--- config.mk ---
export PLATFORM = sky130hd
export DESIGN_NAME = spi_master_ctrl
export DESIGN_NICKNAME = d
export VERILOG_FILES = /design/src/rtl/spi_pkg.sv /design/src/rtl/spi_master_ctrl.sv
export SDC_FILE = /design/constraint.sdc
export NUM_CORES = 1
export LEC_CHECK = 0
export ABC_CLOCK_PERIOD_IN_PS = 3200
export BUFFER_PORTS_ARGS = -buffer_cell sky130_fd_sc_hd__buf_2
export CAP_MARGIN = 0
export CORE_AREA = 2 2 63 59
export CTS_CLUSTER_SIZE = 12
export DETAILED_ROUTE_END_ITERATION = 10
export DIE_AREA = 0 0 65 61
export PLACE_DENSITY = 0.81
export SLEW_MARGIN = 40
export SYNTH_ARGS = -nofsm -noshare
export SYNTH_HDL_FRONTEND = slang
export SYNTH_SLANG_ARGS = --single-unit
--- constraint.sdc ---
create_clock -name clk -period 3.2 [get_ports clk]
set_clock_uncertainty 0.1 [all_clocks]
set_input_delay 0.32 -clock clk [delete_from_list [all_inputs] [get_ports clk]]
set_output_delay 0.32 -clock clk [all_outputs]
set_load 0.01 [all_outputs]
--- src/rtl/spi_pkg.sv ---
// spi_pkg: shared state encoding, opcodes and frame width for the SPI master controller
package spi_pkg;
  localparam int FRAME_W = 10;
  localparam logic [1:0] OP_WR_ADDR = 2'b00;
  localparam logic [1:0] OP_WR_DATA = 2'b01;
  localparam logic [1:0] OP_RD_ADDR = 2'b10;
  localparam logic [1:0] OP_RD_DATA = 2'b11;
  typedef enum logic [2:0] {S_IDLE, S_CMD, S_SHIFT, S_WAIT, S_READ, S_GUARD} state_t;
endpackage

--- src/rtl/spi_master_ctrl.sv ---
// spi_master_ctrl: frames a 10-bit command onto SPI and, for rd-data, collects the returned byte
module spi_master_ctrl
  import spi_pkg::*;
#(
  parameter int RD_GAP = 2,
  parameter int GUARD  = 1
) (
  input  logic               clk,
  input  logic               rst,
  input  logic               cmd_valid,
  output logic               cmd_ready,
  input  logic [FRAME_W-1:0] cmd_frame,
  output logic [7:0]         rd_data,
  output logic               rd_valid,
  output logic               busy,
  output logic               SS_n,
  output logic               MOSI,
  input  logic               MISO
);
  localparam logic [3:0] GAP_T = 4'(RD_GAP - 1);
  localparam logic [3:0] GRD_T = 4'(GUARD - 1);
  state_t             state;
  logic [3:0]         cnt;
  logic [FRAME_W-1:0] sr;
  logic [1:0]         op;
  logic [7:0]         rx;
  always_ff @(posedge clk) begin
    if (rst) begin
      state     <= S_GUARD;
      cnt       <= '0;
      SS_n      <= 1'b1;
      MOSI      <= 1'b0;
      busy      <= 1'b0;
      rd_valid  <= 1'b0;
      rd_data   <= '0;
      cmd_ready <= 1'b0;
    end else begin
      case (state)
        S_IDLE: if (cmd_valid) begin
          sr        <= cmd_frame;
          op        <= cmd_frame[9:8];
          state     <= S_CMD;
          SS_n      <= 1'b0;
          MOSI      <= cmd_frame[9];
          busy      <= 1'b1;
          cmd_ready <= 1'b0;
        end
        S_CMD: begin
          state <= S_SHIFT;
          cnt   <= '0;
          MOSI  <= sr[9];
        end
        S_SHIFT: if (cnt == 4'd9) begin
          cnt  <= '0;
          MOSI <= 1'b0;
          if (op == OP_RD_DATA) state <= S_WAIT;
          else begin
            state <= S_GUARD;
            SS_n  <= 1'b1;
          end
        end else begin
          cnt  <= cnt + 4'd1;
          MOSI <= sr[8];
          sr   <= {sr[8:0], 1'b0};
        end
        S_WAIT: if (cnt == GAP_T) begin
          cnt   <= '0;
          state <= S_READ;
        end else cnt <= cnt + 4'd1;
        S_READ: begin
          rx <= {rx[6:0], MISO};
          if (cnt == 4'd7) begin
            cnt      <= '0;
            state    <= S_GUARD;
            SS_n     <= 1'b1;
            rd_valid <= 1'b1;
            rd_data  <= {rx[6:0], MISO};
          end else cnt <= cnt + 4'd1;
        end
        S_GUARD: begin
          rd_valid <= 1'b0;
          if (cnt == GRD_T) begin
            cnt       <= '0;
            state     <= S_IDLE;
            cmd_ready <= 1'b1;
            busy      <= 1'b0;
          end else cnt <= cnt + 4'd1;
        end
        default: state <= S_GUARD;
      endcase
    end
  end
endmodule

Word-level counts from Yosys, hierarchy flattened
Cells that the tools add are included.
{"block": "totals", "ff_bits": 39, "inputBits": 14, "out_inout_bits": 13, "wordCells": 75}
{"block": "op_classes", "n_addsub": 1, "n_eq_ne": 16, "n_mux": 29, "bitwise_logic": 1, "n_reduce_logical": 17}
{"cell": "2-to-1 mux 10 bit", "count": 2}
{"cell": "case mux 10 bit (2 select lines)", "count": 1}
{"cell": "case mux 4 bit (5 select lines)", "count": 1}
{"cell": "2-to-1 mux 3 bit", "count": 6}
{"cell": "case mux 3 bit (6 select lines)", "count": 1}
{"cell": "2-to-1 mux 4 bit", "count": 4}
{"cell": "!= test 2 bit (second input constant)", "count": 7}
{"cell": "AND reduction 5 bit", "count": 2}
{"cell": "2-to-1 mux 1 bit", "count": 9}
{"cell": "AND reduction 2 bit", "count": 4}
{"cell": "equality test 3 x 2 -> 1 bit (second input constant)", "count": 2}
{"cell": "equality test 3 bit (second input constant)", "count": 2}
{"cell": "case mux 1 bit (2 select lines)", "count": 3}
{"cell": "case mux 1 bit (3 select lines)", "count": 2}
{"cell": "AND reduction 3 bit", "count": 2}
{"cell": "nonzero test 2 bit", "count": 3}
{"cell": "nonzero test 3 bit", "count": 2}
{"cell": "nonzero test 5 bit", "count": 1}
{"cell": "adder 4 x 1 -> 4 bit (second input constant)", "count": 1}
{"cell": "equality test 4 x 1 -> 1 bit (second input constant)", "count": 1}
{"cell": "equality test 4 x 3 -> 1 bit (second input constant)", "count": 1}
{"cell": "equality test 4 bit (second input constant)", "count": 1}
{"cell": "zero test 4 bit", "count": 1}
{"cell": "AND reduction 4 bit", "count": 1}
{"cell": "other kinds (4)", "count": 4}

Longest topological paths before layout
{"block": "depth", "word_depth": 4, "mapped_depth": 6, "ltp_nobuf": 6}

Worst setup path before layout
OpenSTA, ideal clock, no wires.
{"block": "synth_timing", "kind": "register -> register", "startpoint": "register state[2]", "endpoint": "register sr[0] (enable)", "setup_ns": 0.390, "t_arrival_ns": 1.731, "setup_slack_ns": 0.980, "stages_incl_launch_ff": 5, "period_less_slack_ns": 2.220, "path_cell_list": "dfxtp_1 buf_4 clkbuf_1 or3_1 nor3_1"}
{"block": "synth_between", "elab_chain_cells": 3}
{"item": "from (decl)", "line_no": "spi_master_ctrl.sv:22", "text": "state_t state;"}
{"item": "from (signal assigned)", "line_no": "spi_master_ctrl.sv:29", "text": "state <= S_GUARD;"}
{"item": "from (signal assigned)", "line_no": "spi_master_ctrl.sv:42", "text": "state <= S_CMD;"}
{"item": "from (signal assigned)", "line_no": "spi_master_ctrl.sv:49", "text": "state <= S_SHIFT;"}
{"item": "equality test 3 x 2 -> 1 bit / zero test 3 bit (equally long branches)", "line_no": "spi_master_ctrl.sv:38", "text": "case (state)"}
{"item": "!= test 2 bit (no source line) / nonzero test 2 bit (equally long branches)"}
{"item": "AND reduction 4 bit (no source line) (*)"}
{"item": "to (signal assigned)", "line_no": "spi_master_ctrl.sv:40", "text": "sr <= cmd_frame;"}
{"item": "to (signal assigned)", "line_no": "spi_master_ctrl.sv:64", "text": "sr <= {sr[8:0], 1'b0};"}
{"item": "to (decl)", "line_no": "spi_master_ctrl.sv:24", "text": "logic [FRAME_W-1:0] sr;"}
Every way passes the cells marked *; elsewhere a longest branch is shown, timed or not.
A chain may end at the register's enable or synchronous reset.

Worst setup path in the final report
{"block": "layout_timing", "startpoint": "register state[2]", "endpoint": "register rd_data[6]"}
{"block": "layout_between", "elab_chain_cells": 2}
{"item": "equality test 3 bit", "line_no": "spi_master_ctrl.sv:38"}
{"item": "AND reduction 2 bit (no source line)"}
{"item": "to (signal assigned)", "line_no": "spi_master_ctrl.sv:77", "text": "rd_data <= {rx[6:0], MISO};"}
{"item": "to (decl)", "line_no": "spi_master_ctrl.sv:13", "text": "output logic [7:0] rd_data,"}
Every way passes these cells.

==> impl_metrics.yaml <==
yosys:
  synthSimpleGateAreaFrac_pct: 14.34
  syn_inst: 153
  synthDistinctLibCells: 40
  yosysTopAreaCell: "edfxtp_1"
  synth_area_sq_um: 1754
  muxShareOfSynthArea_pct: 10.27
  ys_seq_area_share_pct: 55.35
  synth-main-ff-cell: "dfxtp_1"
  synth.net_count: 170
  synth_area_leaders: "edfxtp_1 33%, dfxtp_1 23%, mux2i_1 5.1%"
  netlist.area_leader.share_pct: 32.52
  synth_warnings: 0
  synth_top_family_by_area: "simple AND/OR/NAND/NOR gates"
  synth_xor_xnor_area_share_pct: 0
  synthArstFlopShare_pct: 0
  synth-adder-area-share_pct: 2.140
  ys_ff_latch: 39
  synth_edf_count: 19
  synth_compound_area_share_pct: 13.98
  yosysMostFrequentCell: "dfxtp_1"
  ys_top_cells_by_count: "20 x dfxtp_1, 19 x edfxtp_1, 14 x nor2_1"
  avgSynthCellArea_sq_um: 11.47
final_layout:
  finalInstanceArea_sq_um: 1993
  syn_to_final_growth_pct: 13.62
  finish.utilization_pct: 60.80
  drive_gt1_share_pct: 27.37
  diodes: 0
  layout.nets: 195
placed_design:
  portBuffers: 26
  dp_hpwl_mm: 2.212
  gp_congestion: 0.8559
  dpl_cell_area_sq_um: 1908
grt:
  grt_pass1_vias: 1155
  track_usage_pct: 17.45
  grt-ovfl-total: 0
  antenna_found_initial: 0
  grt_max_degree: 25
  grt_pass1_wl_mm: 5.161
cts:
  cts_resized: 0
  cts_setup_buffers: 0
  cts.sinks: 39
  cts_buffers: 5
  cts_tree: "yes"
  ctsLongestPathBuffers: 2
  path_clk_slew_ps: 70
  holdBufCountCts: 0
  htreeDepth: 2
  root_buffer: "clkbuf_8"
  clk_latency_ps: 290
die:
  io_pins: 27
  initial_utilization_pct: 53.51
  num_rows: 20
  coreArea_sq_um: 3278
  die_w_um: 65
  die_y_um: 61
  dieArea_sq_um: 3965
sta:
  finalSetupViolations: 0
  finalHoldViolations: 0
  rsz0062_at_grt: "false"
  worst_pin_slew_ps: 630.9
  post-route-period-util_pct: 65.93
  slew_viol_final: 0
  min_period_ps: 2110
  setup_tns_ps: 0
  holdWs_ps: 121.5
  slew_headroom_pct: 57.79
  fmax_ghz: 0.4740
setup_path:
  start_kind: "flop"
  setup.worst_path.class: "reg2reg"
  path_buf_inv: 0
  crit_chain: "or3b_4, nor3_4, mux2i_1, nor2_1"
  path_max_fanout: 18
  end_kind: "flop"
  critical_path.top_delay_family: "simple AND/OR/NAND/NOR gates"
  cpMaxStageDelayCell: "dfxtp_1"
  worstPathArrival_ps: 2180
  slowest_delay_ps: 640
  cp.required_ps: 3270
power_and_ir_drop:
  p_comb_share_pct: 27.5
  switchingPower_uw: 467.4
  p_leak_uw: 0.0007396
  vdd.ir_drop.worst_mv: 0.4378
  p_per_area_nw_per_um2: 695.5
  pwr-share-clk_pct: 22.7
  p_total_uw: 1386
  p_int_uw: 918.9
  power_frac_seq_pct: 49.7
  p_sw_share_pct: 33.72
flow_run:
  drv_cap: 0
routing:
  wl_per_cell_um: 13.86
  viasPerCell: 5.520
  dr.pass1.iters: 4
  wirelength_mm: 3.091
  ant_nets: 0
  drt-initial-drc-count: 29
  drc: 0
  num_vias: 1231
run_status:
  outcome: "completed"
hold_path:
  hp-class: "in2reg"
[cell usage in the layout (no fill, tap or decap), drive strengths merged, types with 4 or more instances in the layout]
| cell | Yosys | final |
|---|---|---|
| nand2b | 5 | 5 |
| dfxtp | 20 | 20 |
| mux2 | 8 | 8 |
| mux2i | 9 | 9 |
| o21ai | 5 | 5 |
| buf | 4 | 28 |
| nor2 | 15 | 15 |
| inv | 6 | 6 |
| nand2 | 4 | 4 |
| nor3 | 5 | 5 |
| a21oi | 10 | 10 |
| clkbuf | 6 | 6 |
| edfxtp | 19 | 19 |
[power groups by stage]
stage	Combinational, uW	Sequential, uW	Clock, uW
CTS	380	687	322
global route	419	703	342
floorplan	340	647	0
global placement	365	692	0
detailed placement	377	697	0
finish	382	690	315
[state kept, by name (all words and copies together) (netlist names)]
register and count:
MOSI 1, SS_n 1, busy 1, cmd_ready 1
cnt 4, op 2, rd_data 8, rd_valid 1
rx 7, sr 10, state 3
[layer usage]
metal	global-route usage, %	vias to the layer above	part of all wire [%]
li1	-	613	-
met1	22.34	576	46
met2	27.69	37	46
met3	5.380	5	6.4
met4	7.903	0	1.4
met5	0	-	0
[worst reg2reg max path, stage by stage, from the launching register on]
cell and delay (ps):
dfxtp_1 640, or3b_4 480, nor3_4 460, mux2i_1 260
nor2_1 50
[cell type report]
cell class / instances / area, sq um
tap: 44 / 55.05
inverter: 6 / 22.52
sequential: 39 / 970.9
clock inverter: 2 / 12.51
timing repair buffer: 28 / 145.1
fill: 253 / 1285
multi-input combinational: 98 / 714.4
clock buffer: 6 / 72.57
[final timing paths]
kind	from	end	slack (ps)	depth (start not counted)
hold / removal	cmd_frame[9]	op[1]$_DFFE_PP_	120	1
hold reg to reg	rx[5]$_DFFE_PP_	rx[6]$_DFFE_PP_	360	0
setup reg to reg	state[2]$_SDFFE_PP1P_	rd_data[6]$_SDFFE_PP0P_	1090	4
setup / recovery	state[2]$_SDFFE_PP1P_	rd_data[6]$_SDFFE_PP0P_	1090	4
[kinds of logic after synthesis]
| group | after synthesis |
|---|---|
| buf+inv | 16 |
| fa+ha+maj | 3 |
| simple gates | 43 |
| mux | 17 |
| flops | 39 |
| compound gates | 35 |
[metrics by stage]
step	cells	setup slack [ps]
floorplan	153	979.5
global placement	215	1148
detailed placement	215	1110
CTS	223	1090
global route	223	969.9
finish	223	1090
(Power assumes the default switching activity.)
